**config.mk**
```make
export PLATFORM = sky130hd
export DESIGN_NAME = mdio_frame_dri
export DESIGN_NICKNAME = d
export VERILOG_FILES = /design/src/rtl/mdio_frame_dri_pkg.sv /design/src/rtl/mdio_clk_en.sv /design/src/rtl/mdio_frame_dri.sv
export SDC_FILE = /design/constraint.sdc
export NUM_CORES = 1
export LEC_CHECK = 0
export ABC_AREA = 0
export CORE_MARGIN = 1.5
export CORE_UTILIZATION = 60
export DETAILED_ROUTE_END_ITERATION = 8
export PLACE_DENSITY = 0.9
export SLEW_MARGIN = 30
export SYNTH_ARGS = -nofsm -noshare
export SYNTH_HDL_FRONTEND = slang
export SYNTH_SLANG_ARGS = --single-unit
```
**constraint.sdc**
```tcl
create_clock -name clk -period 2.8 [get_ports clk]
set_input_delay 0.56 -clock clk [delete_from_list [all_inputs] [get_ports clk]]
set_output_delay 0.56 -clock clk [all_outputs]
set_load 0.02 [all_outputs]
```
**src/rtl/mdio_frame_dri_pkg.sv**
```systemverilog
// MDIO frame driver shared definitions: frame field codes, bit
// positions within the 64-bit frame, FSM state encoding and a helper
// that maps a frame bit index to the state that transmits it.
package mdio_frame_dri_pkg;

    localparam logic [1:0] ST_CODE  = 2'b01;
    localparam logic [1:0] OP_READ  = 2'b10;
    localparam logic [1:0] OP_WRITE = 2'b01;
    localparam logic [1:0] TA_WRITE = 2'b10;
    // Read TA/data are not driven; ones keep the shifter harmless.
    localparam logic [1:0] TA_READ  = 2'b11;

    // Bit positions in the 64-bit frame (preamble is bits 0..31).
    localparam logic [5:0] PRE_LEN    = 6'd32;
    localparam logic [5:0] TA_FIRST   = 6'd46;
    localparam logic [5:0] TA_LAST    = 6'd47;
    localparam logic [5:0] DATA_FIRST = 6'd48;
    localparam logic [5:0] LAST_BIT   = 6'd63;

    typedef enum logic [2:0] {
        S_IDLE = 3'd0,
        S_PRE  = 3'd1,
        S_HDR  = 3'd2,
        S_TA   = 3'd3,
        S_DATA = 3'd4,
        S_DONE = 3'd5
    } state_t;

    function automatic state_t bit_state(input logic [5:0] b);
        if (b < PRE_LEN)         return S_PRE;
        else if (b < TA_FIRST)   return S_HDR;
        else if (b < DATA_FIRST) return S_TA;
        else                     return S_DATA;
    endfunction

endpackage

```
**src/rtl/mdio_clk_en.sv**
```systemverilog
// MDC divider: counts 0..2*CLK_DIV-1 per bit while run is high.
// Ports: clk, rst_n (sync, active-low), run; mdc, rise (first MDC-high
// cycle, used to sample), fall (last cycle of the bit period).
module mdio_clk_en #(
    parameter int CLK_DIV = 10
) (
    input  logic clk,
    input  logic rst_n,
    input  logic run,
    output logic mdc,
    output logic rise,
    output logic fall
);

    localparam int CW = $clog2(2 * CLK_DIV);
    localparam logic [CW-1:0] HALF = CW'(CLK_DIV);
    localparam logic [CW-1:0] LAST = CW'(2 * CLK_DIV - 1);

    logic [CW-1:0] cnt;
    logic [CW-1:0] cnt_nx;

    always_comb begin
        cnt_nx = (cnt == LAST) ? '0 : cnt + CW'(1);
    end

    assign rise = run && (cnt == HALF);
    assign fall = run && (cnt == LAST);

    // mdc is registered from the next count so it is high exactly
    // while cnt is in the upper half of the bit period.
    always_ff @(posedge clk) begin
        if (!rst_n || !run) begin
            cnt <= '0;
            mdc <= 1'b0;
        end else begin
            cnt <= cnt_nx;
            mdc <= (cnt_nx >= HALF);
        end
    end

endmodule

```
**src/rtl/mdio_frame_dri.sv**
```systemverilog
// MDIO (clause 22) frame driver: one 64-bit read or write frame per op_exec.
// Ports: op_* request/response, busy, eth_mdc, mdio_o/mdio_oe/mdio_i pad.
module mdio_frame_dri
    import mdio_frame_dri_pkg::*;
#(
    parameter logic [4:0] PHY_ADDR = 5'h07,
    parameter int         CLK_DIV  = 10
) (
    input  logic        clk,
    input  logic        rst_n,
    input  logic        op_exec,
    input  logic        op_rh_wl,
    input  logic [4:0]  op_addr,
    input  logic [15:0] op_wr_data,
    output logic        op_done,
    output logic        op_rd_ack,
    output logic [15:0] op_rd_data,
    output logic        busy,
    output logic        eth_mdc,
    output logic        mdio_o,
    output logic        mdio_oe,
    input  logic        mdio_i
);

    state_t      state;
    logic        rd;
    logic [63:0] sreg;
    logic [5:0]  bcnt;
    logic [5:0]  bnext;
    logic [63:0] frame;
    logic        run;
    logic        rise;
    logic        fall;

    assign run   = state inside {S_PRE, S_HDR, S_TA, S_DATA};
    assign bnext = bcnt + 6'd1;
    assign frame = {32'hFFFF_FFFF, ST_CODE,
                    op_rh_wl ? OP_READ : OP_WRITE,
                    PHY_ADDR, op_addr,
                    op_rh_wl ? TA_READ : TA_WRITE,
                    op_rh_wl ? 16'hFFFF : op_wr_data};

    mdio_clk_en #(.CLK_DIV(CLK_DIV)) u_clk_en (
        .clk  (clk),
        .rst_n(rst_n),
        .run  (run),
        .mdc  (eth_mdc),
        .rise (rise),
        .fall (fall)
    );

    always_ff @(posedge clk) begin
        op_done <= 1'b0;
        if (!rst_n) begin
            state      <= S_IDLE;
            busy       <= 1'b0;
            op_rd_ack  <= 1'b1;
            op_rd_data <= 16'h0000;
            mdio_oe    <= 1'b0;
            mdio_o     <= 1'b1;
            rd         <= 1'b0;
            sreg       <= '0;
            bcnt       <= '0;
        end else begin
            unique case (state)
                S_IDLE: begin
                    if (op_exec) begin
                        // Bit 0 goes out now; the rest waits in sreg.
                        rd      <= op_rh_wl;
                        sreg    <= {frame[62:0], 1'b0};
                        mdio_o  <= frame[63];
                        mdio_oe <= 1'b1;
                        busy    <= 1'b1;
                        bcnt    <= '0;
                        state   <= S_PRE;
                    end
                end
                S_DONE: begin
                    busy  <= 1'b0;
                    state <= S_IDLE;
                end
                default: begin
                    if (rise && bcnt == TA_LAST)
                        op_rd_ack <= rd & mdio_i;
                    if (rise && rd && bcnt >= DATA_FIRST)
                        op_rd_data <= {op_rd_data[14:0], mdio_i};
                    if (fall) begin
                        if (bcnt == LAST_BIT) begin
                            op_done <= 1'b1;
                            mdio_oe <= 1'b0;
                            mdio_o  <= 1'b1;
                            bcnt    <= '0;
                            state   <= S_DONE;
                        end else begin
                            bcnt    <= bnext;
                            state   <= bit_state(bnext);
                            mdio_o  <= sreg[63];
                            sreg    <= {sreg[62:0], 1'b0};
                            // Reads release the line from TA onward.
                            mdio_oe <= !(rd && bnext >= TA_FIRST);
                        end
                    end
                end
            endcase
        end
    end

endmodule

```
==> impl_metrics.py <==
metrics = {
    "power_and_ir_drop": {
        "power.internal_w": 0.002079,
        "p_sw_w": 0.0007326,
        "p_sw_frac": 0.2606,
        "power_frac_seq": 0.556,
        "combPwrFrac": 0.108,
        "p_leak_nw": 1.852,
        "ir_drop_mv": 0.3551,
        "p_per_area_mw_per_mm2": 551.4,
        "power_frac_clock": 0.336,
    },
    "synth": {
        "ys_top_cells_by_count": "dfxtp_1 (100), o221a_1 (36), o21ai_0 (31)",
        "syn_inst": 451,
        "avgSynthCellArea_um2": 9.829,
        "synth_enable_flop_cells": 0,
        "yosys.area_share.simple": 0.1764,
        "synth_top_family_by_area": "compound AO/OA/AOI/OAI gates",
        "synth_seq_area_share": 0.4516,
        "syn_area_mm2": 0.004433,
        "synth_xor_area_frac": 0.003951,
        "synth_fa_ha_area_frac": 0.008467,
        "postSynthNetCount": 480,
        "yosys_most_used_dff": "dfxtp_1",
        "synth.largest_area_cell": "dfxtp_1",
        "yosysUniqueCellTypes": 64,
        "ys_ff_latch": 100,
        "netlist.area_leader.share": 0.4516,
        "synth_compound_area_frac": 0.2927,
        "synth.most_common_cell": "dfxtp_1",
        "synthMuxAreaShare": 0.004798,
        "synthArstFlopShare": 0,
        "yosys-top-cells-area": "dfxtp_1 (45%), o221a_1 (9.1%), o41ai_2 (5.9%)",
        "yosys_warnings": 0,
    },
    "clock_network": {
        "clockBufferDepth": 2,
        "clock-root-buffer": "clkbuf_8",
        "htreeDepth": 3,
        "clk_pin_slew_ns": 0.10,
        "cts_sinks": 100,
        "cts_made_buffers": 9,
        "cts_resized": 0,
        "clock_latency_ns": 0.37,
        "hold_buffers": 0,
        "cts_tree": "built",
        "cts_setup_buffers": 0,
    },
    "setup_path": {
        "crit_fanout": 17,
        "critPathRequiredTime_ns": 3.03,
        "crit_type": "flip-flop to flip-flop",
        "crit_path_end_kind": "flip-flop",
        "startpoint_type": "flip-flop",
        "crit_arrival_ns": 2.57,
        "reg2reg_depth": 4,
    },
    "floorplan": {
        "dieArea_mm2": 0.007913,
        "io_pins": 48,
        "fp-row-count": 31,
        "die_h_um": 88.96,
        "start_util": 0.6145,
        "coreArea_mm2": 0.007214,
        "fp.dieW_um": 88.96,
    },
    "flow_run": {
        "maxCapViolations": 0,
    },
    "global_routing": {
        "grt_pass1_wl_um": 14830,
        "grt-ovfl-total": 0,
        "grt_max_degree": 59,
        "antenna_found_initial": 0,
        "grt_pass1_vias": 3367,
        "grt_usage": 0.2358,
    },
    "drt": {
        "vias": 3734,
        "viasPerCell": 6.483,
        "wire_per_inst_um": 16.16,
        "drc": 0,
        "dr.pass1.iters": 5,
        "wirelength_um": 9311,
        "ant_nets": 0,
        "drtIter0Drc": 331,
    },
    "outcome": {
        "status": "complete, no violations",
    },
    "worst_hold_path": {
        "hold_class": "flip-flop to flip-flop",
        "holdPathStages": 1,
    },
    "timing": {
        "slew_violations": 0,
        "finClkSkew_ns": 0.01328,
        "fin_crit_sh": 0.8360,
        "fmax_mhz": 427.2,
        "post-route-min-period_ns": 2.341,
        "slew_headroom": 0.5428,
        "setup_tns_ns": 0,
        "finalHoldViolCount": 0,
        "worst_slew_pin_slew_ns": 0.6763,
        "finalSetupViolCount": 0,
        "rsz0062_at_grt": "no",
    },
    "layout": {
        "instances_no_fill": 576,
        "nNetsFinal": 501,
        "drive_gt1_frac": 0.1258,
        "diodes": 0,
        "n_fill_cell": 533,
        "syn_to_final_growth_pct": 15.02,
    },
    "place": {
        "hpwlAfterDp_um": 5985,
        "dp_cells": 560,
        "io_buffer_count": 47,
        "gp_congestion": 0.8060,
    },
}
-- per-layer routing --
layer,up-vias,track usage,routed length (um),part of all wire
met1,1807,0.2959,4196,0.45
met5,-,0,0,0
met2,123,0.4043,4553,0.49
li1,1788,-,-,-
met3,16,0.04709,443,0.048
met4,0,0.08671,119,0.013
-- critical path, cell delays in order (launching register included) --
cell	delay [ns]
dfxtp_1	0.65
or3_1	0.47
nand4_1	0.58
o21ai_0	0.39
a21oi_1	0.11
-- metrics by stage --
step | hold slack [ns] | util | setup WS (ns) | instance area [um^2] | total power [W]
3_3_place_gp | 0.4371 | 0.6774 | 0.3463 | 4887 | 0.001879
2_1_floorplan | 0.4297 | - | 0.9142 | 4433 | 0.001801
3_5_place_dp | 0.4565 | 0.6781 | 0.3046 | 4892 | 0.001894
5_1_grt | 0.4991 | 0.7067 | 0.2348 | 5099 | 0.002910
4_1_cts | 0.4797 | 0.7067 | 0.4638 | 5099 | 0.002819
6_report | 0.4776 | 0.7067 | 0.4591 | 5099 | 0.002811
-- state kept, by name (all words and copies together) (netlist names) --
signal        count
u_clk_en.cnt      5
op_rd_ack         1
busy              1
sreg             63
state             3
op_rd_data       16
bcnt              6
mdio_oe           1
mdio_o            1
rd                1
u_clk_en.mdc      1
op_done           1
-- power by group through the flow --
stage                     logic [W]  registers, W  clock network (W)
final                      0.000304       0.00156           0.000945
after global routing       0.000328       0.00157            0.00101
after CTS                  0.000303       0.00156           0.000955
after detailed placement   0.000302       0.00159                  0
after global placement     0.000290       0.00159                  0
after floorplan            0.000223       0.00158                  0
-- cells by family after synthesis --
kind of cell    count (synthesis)
compound gates                148
xor+xnor                        2
fa+ha+maj                       3
buf+inv                        55
flops                         100
mux                             2
simple gates                  141
-- placed cells by master, fill, tap and decap left out, types with 2 or more instances in the layout --
master / netlist / routed
a21oi_1: 25 / 25
a311oi_1: 4 / 4
a31oi_1: 3 / 3
and2_1: 3 / 3
and4bb_2: 2 / 2
buf_4: 7 / 12
clkbuf_8: 0 / 9
clkdlybuf4s50_1: 0 / 46
clkinv_4: 0 / 3
dfxtp_1: 100 / 100
ha_1: 3 / 3
inv_1: 4 / 4
inv_6: 0 / 3
nand2_1: 18 / 18
nand3_1: 24 / 24
nand3b_1: 2 / 2
nand4_1: 23 / 23
nor2_1: 26 / 26
nor3_1: 23 / 23
nor3b_1: 2 / 2
nor4_1: 2 / 2
o2111a_1: 2 / 2
o211a_1: 5 / 5
o211ai_1: 2 / 2
o21ai_0: 31 / 31
o21ai_1: 7 / 7
o221a_1: 36 / 36
o31ai_1: 3 / 3
o41ai_2: 16 / 16
-- path summary, 6_finish.rpt --
path,slack (ns),to,from
max,0.46,op_rd_data[5],state[1]
min,0.48,u_clk_en.cnt[0],u_clk_en.cnt[0]
max reg2reg,0.46,op_rd_data[5],state[1]
min reg2reg,0.48,u_clk_en.cnt[0],u_clk_en.cnt[0]
-- layout make-up --
cell class,count,area (um^2),area share
multi-input combinational,296,2172,0.4260
sequential,100,2002,0.3926
timing repair buffer,60,575.6,0.1129
clock buffer,9,123.9,0.02429
tap,99,123.9,0.02429
clock inverter,7,82.58,0.01620
inverter,5,18.77,0.003681
Note: power is estimated with default switching activity, not from simulation.
